<file path="config.mk">
export PLATFORM = sky130hd
export DESIGN_NAME = button_event_decoder
export DESIGN_NICKNAME = d
export VERILOG_FILES = /design/src/rtl/button_event_decoder.sv
export SDC_FILE = /design/constraint.sdc
export NUM_CORES = 1
export LEC_CHECK = 0
export CAP_MARGIN = 20
export CORE_UTILIZATION = 50
export DETAILED_ROUTE_END_ITERATION = 8
export PLACE_DENSITY = 0.83
export SETUP_SLACK_MARGIN = 0.2
export SYNTH_ARGS = -nofsm -noshare
export SYNTH_HDL_FRONTEND = slang
export SYNTH_SLANG_ARGS = --single-unit
</file>
<file path="constraint.sdc">
create_clock -name slow_clk -period 2.5 [get_ports slow_clk]
set_input_delay 0.5 -clock slow_clk [delete_from_list [all_inputs] [get_ports slow_clk]]
set_output_delay 0.5 -clock slow_clk [all_outputs]
set_load 0.05 [all_outputs]
</file>
<file path="src/rtl/button_event_decoder.sv">
// button_event_decoder
//   Classifies gestures on a debounced push-button level as SINGLE, DOUBLE or
//   LONG press and reports each one to the UART command/status logic.
//   All logic runs on the rising edge of slow_clk.
//
// Parameters
//   LONG_TICKS  high samples (including the rise sample) that make a LONG press, 2..255
//   GAP_TICKS   low samples (including the fall sample) that close a SINGLE press, 1..255
//
// Ports
//   slow_clk    in   1  divided clock
//   rst         in   1  asynchronous, active-high reset
//   pb_in       in   1  debounced button level, 1 = pressed
//   single_evt  out  1  one-cycle strobe: single press recognised
//   double_evt  out  1  one-cycle strobe: double press recognised
//   long_evt    out  1  one-cycle strobe: long press recognised
//   evt_code    out  2  last event, held: 00 none, 01 single, 10 double, 11 long
//   evt_count   out  8  events since reset, wraps 255 -> 0
//   busy        out  1  high while a gesture is in progress
module button_event_decoder #(
    parameter int unsigned LONG_TICKS = 40,
    parameter int unsigned GAP_TICKS  = 10
) (
    input  logic       slow_clk,
    input  logic       rst,
    input  logic       pb_in,
    output logic       single_evt,
    output logic       double_evt,
    output logic       long_evt,
    output logic [1:0] evt_code,
    output logic [7:0] evt_count,
    output logic       busy
);

    localparam int unsigned CNT_W = 8;
    localparam logic [CNT_W-1:0] CNT_MAX   = '1;
    localparam logic [CNT_W-1:0] LONG_LAST = CNT_W'(LONG_TICKS - 1);
    localparam logic [CNT_W-1:0] GAP_LAST  = CNT_W'(GAP_TICKS - 1);

    localparam logic [1:0] CODE_SINGLE = 2'b01;
    localparam logic [1:0] CODE_DOUBLE = 2'b10;
    localparam logic [1:0] CODE_LONG   = 2'b11;

    typedef enum logic [2:0] {
        IDLE   = 3'd0,
        PRESS1 = 3'd1,
        GAP    = 3'd2,
        PRESS2 = 3'd3,
        HOLD   = 3'd4
    } state_t;

    state_t           state_q;
    state_t           state_d;
    logic [CNT_W-1:0] cnt_q;
    logic [CNT_W-1:0] cnt_d;
    logic [CNT_W-1:0] cnt_inc_c;
    logic             pb_q;
    logic             rise_c;
    logic             fall_c;
    logic             single_c;
    logic             double_c;
    logic             long_c;
    logic             any_evt_c;
    logic [1:0]       code_c;

    // pb_q resets to 1 so a button held through reset needs a fresh press.
    assign rise_c    = pb_in & ~pb_q;
    assign fall_c    = ~pb_in & pb_q;
    assign cnt_inc_c = (cnt_q == CNT_MAX) ? cnt_q : cnt_q + CNT_W'(1);

    // State register and edge-detect history.
    always_ff @(posedge slow_clk or posedge rst) begin
        if (rst) begin
            state_q <= IDLE;
            cnt_q   <= '0;
            pb_q    <= 1'b1;
        end else begin
            state_q <= state_d;
            cnt_q   <= cnt_d;
            pb_q    <= pb_in;
        end
    end

    // Next-state and sample counter.
    always_comb begin
        state_d = state_q;
        cnt_d   = cnt_q;
        case (state_q)
            IDLE: begin
                if (rise_c) begin
                    state_d = PRESS1;
                    cnt_d   = CNT_W'(1);
                end
            end
            PRESS1: begin
                if (pb_in) begin
                    if (cnt_q == LONG_LAST) begin
                        state_d = HOLD;
                    end else begin
                        cnt_d = cnt_inc_c;
                    end
                end else if (GAP_TICKS == 1) begin
                    // The fall sample alone already closes the gap.
                    state_d = IDLE;
                end else begin
                    state_d = GAP;
                    cnt_d   = CNT_W'(1);
                end
            end
            GAP: begin
                if (rise_c) begin
                    state_d = PRESS2;
                    cnt_d   = CNT_W'(1);
                end else if (cnt_q == GAP_LAST) begin
                    state_d = IDLE;
                end else begin
                    cnt_d = cnt_inc_c;
                end
            end
            PRESS2: begin
                if (fall_c) begin
                    state_d = IDLE;
                end else if (cnt_q == LONG_LAST) begin
                    // A long second press is still reported as DOUBLE.
                    state_d = HOLD;
                end else begin
                    cnt_d = cnt_inc_c;
                end
            end
            HOLD: begin
                if (fall_c) begin
                    state_d = IDLE;
                end
            end
            default: begin
                state_d = IDLE;
                cnt_d   = '0;
            end
        endcase
    end

    // Event decisions derived from the transition being taken this cycle.
    always_comb begin
        single_c = 1'b0;
        double_c = 1'b0;
        long_c   = 1'b0;
        code_c   = CODE_SINGLE;
        case (state_q)
            PRESS1: begin
                long_c   = (state_d == HOLD);
                single_c = (state_d == IDLE);
            end
            GAP: begin
                single_c = (state_d == IDLE);
            end
            PRESS2: begin
                double_c = (state_d == IDLE) || (state_d == HOLD);
            end
            default: begin
                single_c = 1'b0;
            end
        endcase
        any_evt_c = single_c | double_c | long_c;
        if (long_c) begin
            code_c = CODE_LONG;
        end else if (double_c) begin
            code_c = CODE_DOUBLE;
        end
    end

    // Registered outputs.
    always_ff @(posedge slow_clk or posedge rst) begin
        if (rst) begin
            single_evt <= 1'b0;
            double_evt <= 1'b0;
            long_evt   <= 1'b0;
            evt_code   <= 2'b00;
            evt_count  <= '0;
            busy       <= 1'b0;
        end else begin
            single_evt <= single_c;
            double_evt <= double_c;
            long_evt   <= long_c;
            busy       <= (state_d != IDLE);
            if (any_evt_c) begin
                evt_code  <= code_c;
                evt_count <= evt_count + 8'd1;
            end
        end
    end

endmodule

</file>
==> out/qor.csv <==
stage;metric;value;unit
outcome;status;finished with violations;
outcome;failing checks;DRC;
yosys;top post-synthesis cells by area;dfrtp_1 (42%), a21oi_1 (4.0%), nand2_1 (4.0%);
yosys;Synth Area in Compound Gates;20.7;%
sta;final setup vio count;0;
critical_path;CP arrival;1.63;ns
min_path;Hold WC Path Type;flip-flop to flip-flop;
cells_and_area;share of layout cells above drive strength 1;13.3;%
placement;# placed instances;208;
routing;Antenna Nets Post-Route;0;
critical_path;CP max stage delay;0.83;ns
global_route;antenna violations before repair;0;
yosys;Post-Synth Adder-Cell Area;2.50;%
critical_path;worst path bufs/invs;1;
yosys;ys flop type;dfrtp_1;
cells_and_area;final non-filler cell total;212;
pwr;combinational power share;47.7;%
clock_network;CTS Hold Bufs;0;
sta;PnR worst setup slack;0.368;ns
critical_path;delay-heaviest family, CP;buffers and inverters;
clock_network;CTS Buf Count;3;
clock_network;Clk pin slew, worst setup/hold paths;0.14;ns
floorplanning;I/O pin count;17;
pwr;cell area power density;923;mW/mm^2
yosys;Syn Std Cell Area;0.00150;mm^2
sta;Final period util;85.3;%
yosys;Commonest cells post-synth;dfrtp_1 (25), nand2_1 (16), a21oi_1 (12), nor2_1 (10), o21ai_0 (10);
sta;unrepaired setup endpoints after global routing;no;
yosys;#FFs+latches synth;26;
pwr;Sw Share;44.5;%
pwr;P_sw;0.000734;W
placement;gpl congestion;0.910;
floorplanning;Die Y-Extent;56.8;um
clock_network;clk sinks;26;
cells_and_area;ANT cells;0;
placement;dpl ws;0.103;ns
clock_network;clock root buffer;clkbuf_4;
pwr;leakage;0.760;nW
critical_path;WP data required;2.00;ns
routing;Metal-1 WL;1470;um
critical_path;CP max FO;6;
floorplanning;total core area;0.00281;mm^2
critical_path;CP Launch Type;flip-flop;
critical_path;CP cell instances;clkdlybuf4s50_1;
yosys;Post-Syn Instances;155;
routing;routed vias;1297;
sta;worst slew pin tran;0.504;ns
yosys;mux contribution to synthesized area;0.751;%
critical_path;WS Path Type;flip-flop to primary output;
cells_and_area;Layout area overhead;19.3;%
yosys;Mean Syn Cell Area;9.68;um^2
global_route;Tot GR Track Use;22.2;%
yosys;register area share after synthesis;43.5;%
pwr;P_int;0.000917;W
clock_network;clk_lat worst skew;0.33;ns
global_route;vias in the first global route;1244;
routing;via/cell ratio;6.12;
floorplanning;die footprint;0.00322;mm^2
yosys;top-count cell post-synth;dfrtp_1;
routing;met2 WL;1520;um
floorplanning;Initial Util;53.5;%
yosys;main combinational cell family by area after synthesis;simple AND/OR/NAND/NOR gates;
routing;uppermost layer routed;met4;
floorplanning;Site Rows;19;
floorplanning;Die W;56.8;um
sta;Final Slew Violations;0;
cells_and_area;Final nets;188;
yosys;ys async rst share;100;%
placement;DP Wirelength;2420;um
routing;met3 wire length;162;um
clock_network;TritonCTS clock tree;built;
clock_network;setup bufs post-CTS;0;
sta;Slew HR;66.3;%
routing;DRC Markers;4;
global_route;first-pass GRT wire length;5550;um
pwr;maximum VDD drop;0.000486;V
yosys;Post-Synth XOR/XNOR Area;4.09;%
yosys;top cell type's share of synthesized area;41.7;%
sta;Worst Skew;0.00241;ns
routing;drt pass-1 iters;6;
clock_network;clk buf depth;2;
routing;final WL;3200;um
pwr;Clock power frac;13.2;%
run;maxcap violations;0;
clock_network;H-tree depth;1;
routing;wire per inst;15.1;um
sta;Period minus WS final;2.13;ns
yosys;Synth Area in Simple Gates;25.9;%
critical_path;CP Capture Type;primary output;
global_route;largest net degree at the start of global routing;27;
pwr;Flop pwr share;39.1;%
yosys;area leader, netlist;dfrtp_1;
yosys;EDFF count, synth;0;
yosys;Ys Warns;0;
placement;IO buf count;16;
global_route;grt total ovfl;0;
critical_path;Slowest cell on crit path;clkdlybuf4s50_1;
yosys;Mapped Nets;161;
yosys;unique cell type count in the Yosys netlist;50;
sta;Final Hold Vio Count;0;
pwr;Design Power;0.00165;W
sta;final setup TNS;0;ns
clock_network;CTS resizes;0;
sta;Fmax achieved;0.469;GHz
routing;initial DRC count;76;
==> layout make-up <==
cell class	instances	area [um^2]
Tap cell	31	38.8
Sequential cell	26	652
Timing Repair Buffer	26	235
Multi-Input combinational cell	120	808
Fill cell	225	1020
Inverter	5	18.8
Clock buffer	4	36.3
==> path summary, 6_finish.rpt <==
kind                         startpoint           end  slack (ns)  cells past startpoint
max                        evt_count[0]  evt_count[0]        0.37                      1
min                        evt_count[7]  evt_count[7]        0.48                      1
max reg2reg                    cnt_q[1]      cnt_q[1]        0.45                      8
min reg2reg                evt_count[7]  evt_count[7]        0.48                      1
max in group asynchronous           rst          pb_q        1.71                      3
min in group asynchronous           rst  evt_count[3]        0.50                      3
==> power by group through the flow <==
stage,Clock (W),Sequential [W],Combinational (W)
after floorplan,0,0.000781,0.000403
after global placement,0,0.000642,0.000756
after detailed placement,0,0.000651,0.000785
after CTS,0.000225,0.000642,0.000787
after global routing,0.000235,0.000665,0.000852
final,0.000218,0.000646,0.000788
==> sequential cells by signal, summed over array words and instances (netlist names), 2 cells and up <==
register	cells
evt_count	8
evt_code	2
cnt_q	8
state_q	3
==> through the flow <==
step	hold slack, ns	utilization [%]	instance area, um^2
2_1_floorplan	0.504	-	1500
3_3_place_gp	0.464	62.5	1750
3_5_place_dp	0.466	62.5	1750
4_1_cts	0.485	63.8	1790
5_1_grt	0.515	63.8	1790
6_report	0.476	63.8	1790
==> cell usage in the layout, fill, tap and decap left out, drive strengths merged, types with 2 or more instances in the layout <==
cell            n
a31oi           2
a21oi          12
nand4           5
clkdlybuf4s50  16
nand2b          5
clkbuf          4
nor3            4
dfrtp          25
nor2           10
nand3           6
buf            10
o311ai          2
ha              3
o21ai          13
nor3b           3
o31ai           2
and3            5
nand4b          2
nand2          16
nor2b           3
or3             2
xnor2           6
inv             5
==> logic make-up (layout without fill, tap and decap cells) <==
family / Yosys count / after routing
muxes: 1 / 1
and+or+nand+nor: 66 / 66
xor gates and xnor gates: 7 / 7
DFF: 26 / 26
buffers and inverters: 9 / 35
adders and majority gates: 3 / 3
AOI/OAI and AO/OA: 43 / 43
==> routing by layer <==
metal,vias up,global-route usage [%]
li1,623,-
met1,626,29.4
met2,41,36.2
met3,7,3.23
met4,0,9.06
met5,-,0
Power figures use the tool's default switching activity.
==> variant: new RTL, config.mk and constraints unchanged <==
`CNT_W`: 8 -> 9.
--- a/src/rtl/button_event_decoder.sv
+++ b/src/rtl/button_event_decoder.sv
@@ -33,5 +33,5 @@
 );
 
-    localparam int unsigned CNT_W = 8;
+    localparam int unsigned CNT_W = 9;
     localparam logic [CNT_W-1:0] CNT_MAX   = '1;
     localparam logic [CNT_W-1:0] LONG_LAST = CNT_W'(LONG_TICKS - 1);
Check against the original RTL: no difference found for any inputs over 10 cycles, from zero or initial values and one cycle with rst high; that may be too few to reach the edited logic, so the function may still have changed.
==> variant against the unedited design <==
  * First-iteration DRC count down 22%
  * Synthesized area up 6.3%
  * Design area increased by 5.2%
  * Critical path depth grew 6
  * Setup slack got worse by 0.078 ns
  * Largest cell class unchanged
  * Total power grew 16%
  * Sequential cell count increased by 1
  * Routed wire length rose by 7.8%
  * Sequential power up 6.8%
==> variant: results (changes against the unedited design) <==
Run status
  – Status: complete, no violations

Route
  – WL met3: 187 microns (+15%)
  – Total Wirelength: 3.45 mm (+7.8%)
  – M1 WL: 1.48 mm (+0.61%)
  – First drt pass iteration count: 4 (-2)
  – DR iter-0 viols: 59 (-22%)
  – Top Layer Used: met4
  – WL met2: 1.77 mm (+17%)
  – Vias per inst: 5.70 (-6.9%)

Critical path
  – Crit path max fanout: 7 (+1)
  – Worst-case reg-to-reg path depth: 7 (-1)
  – Max stage delay on crit path: 0.59 ns (-0.24 ns)
  – Slowest-stage cell, CP: or4_4
  – Delay-heaviest family, CP: simple AND/OR/NAND/NOR gates
  – WP data arrival: 2.43 ns (+0.80 ns)
  – Worst setup path start: cnt_q[6]$_DFFE_PP0P_

STA
  – Worst Tran Pin Value: 0.510 ns (+0.00615 ns)
  – Clock Skew: 0.0200 ns (+0.0176 ns)

Layout
  – FILL cells: 275 (+22%)
  – Top flop regs: cnt_q (9), evt_count (8), state_q (3)
  – Layout cells sized above 1: 17.3% (+4.0 points)
  – Final nets: 204 (+8.5%)
  – Layout Cells excl Fill: 241 (+14%)
  – Antenna diodes: 0 (unchanged)

Synthesis
  – Top cells by area, synth: dfrtp_1 (41%), a21oi_1 (4.4%), nor2_1 (4.0%)
  – Sequential element share of the synthesized area: 42.5% (-0.99 points)
  – Synth unique cells: 47 (-6.0%)
  – Top post-synthesis cells by count: dfrtp_1 (26), nor2_1 (17), nand2_1 (16)
  – Syn Area/Cell: 9.27 sq um (-4.2%)
  – Ys async rst share: 100% (unchanged)
  – Post-Syn Nets: 178 (+11%)
  – Synth warn: 0 (unchanged)

Clock tree
  – CTS Buffer Depth: 2 (unchanged)
  – CTS Buf Count: 3 (unchanged)
  – Clk Latency, worst-skew pair: 0.34 ns
  – Clock slew at reported path FFs: 0.17 ns (+0.03 ns)
  – H-tree lvl count: 1 (unchanged)
  – Root Buffer: clkbuf_4

GRT
  – Initial antenna violation count: 0 (unchanged)
  – Maximum number of pins on one net before global-route repair: 18 (-33%)
  – First-pass GRT wire length: 5.64 mm (+1.5%)
  – Vias in the first global route: 1307 (+5.1%)
  – Global Route Usage Sum: 21.2% (-0.93 points)

Place
  – Post-placement setup slack: 0.0897 ns (-0.0137 ns)
  – Final Wtd Congestion: 0.905 (-0.52%)
  – Dpl hpwl: 2.55 mm (+5.2%)
  – Placed insts: 233 (+12%)
  – IO buf count: 16 (unchanged)

Power
  – Maximum VDD drop: 0.000458 V (-5.8%)
  – Leakage power total: 0.000822 uW (+8.1%)

Worst hold path
  – Hold Path Class: primary input to asynchronous set/reset pin
-- variant: routing by layer --
metal	up-vias	global-route usage, %
li1	661	-
met1	668	26.3
met2	42	37.9
met3	2	3.74
met4	0	6.12
met5	-	0
-- variant: where the power goes --
group          internal [uW]  switching (uW)  total, uW
combinational            396             633       1030
sequential               551             139        690
clock                   61.2             140        201
-- variant: area by class of cell --
type / instances / area (sq um) / share of cell area [%]
flip-flops and latches: 27 / 681 / 36.1
clock buffers: 3 / 22.5 / 1.20
multi-input cells: 132 / 852 / 45.2
clock inverters: 1 / 7.51 / 0.399
well taps: 44 / 55.1 / 2.92
inverters: 8 / 30.0 / 1.59
repair buffers: 26 / 235 / 12.5
-- variant: repair_timing --
action	in CTS	in global routing
buffers inserted	0	4
hold buffers	0	0
setup endpoints to repair	0	3
gates resized for setup	0	6
-- variant: path summary, 6_finish.rpt --
path,to,slack [ns]
worst min-delay path,cnt_q[1]$_DFFE_PP0P_,0.43
worst min register to register,evt_count[7]$_DFFE_PP0P_,0.49
min in group slow_clk,evt_count[7]$_DFFE_PP0P_,0.49
max in group asynchronous,evt_count[5]$_DFFE_PP0P_,1.49
worst max register to register,evt_count[2]$_DFFE_PP0P_,0.29
worst max-delay path,evt_count[2]$_DFFE_PP0P_,0.29
-- variant: metrics by stage --
stage	hold WS (ns)	instance area (sq um)
2_1_floorplan	0.479	1590
3_3_place_gp	0.460	1800
3_5_place_dp	0.475	1800
4_1_cts	0.435	1830
5_1_grt	0.468	1880
6_report	0.427	1880
-- variant: cells by family after synthesis --
logic type | after synthesis | synth area share [%]
simple gates | 72 | 23.9
compound gates | 48 | 21.0
flops | 27 | 42.5
buf+inv | 13 | 5.18
xor+xnor | 8 | 4.40
fa+ha+maj | 3 | 2.36
mux | 1 | 0.706
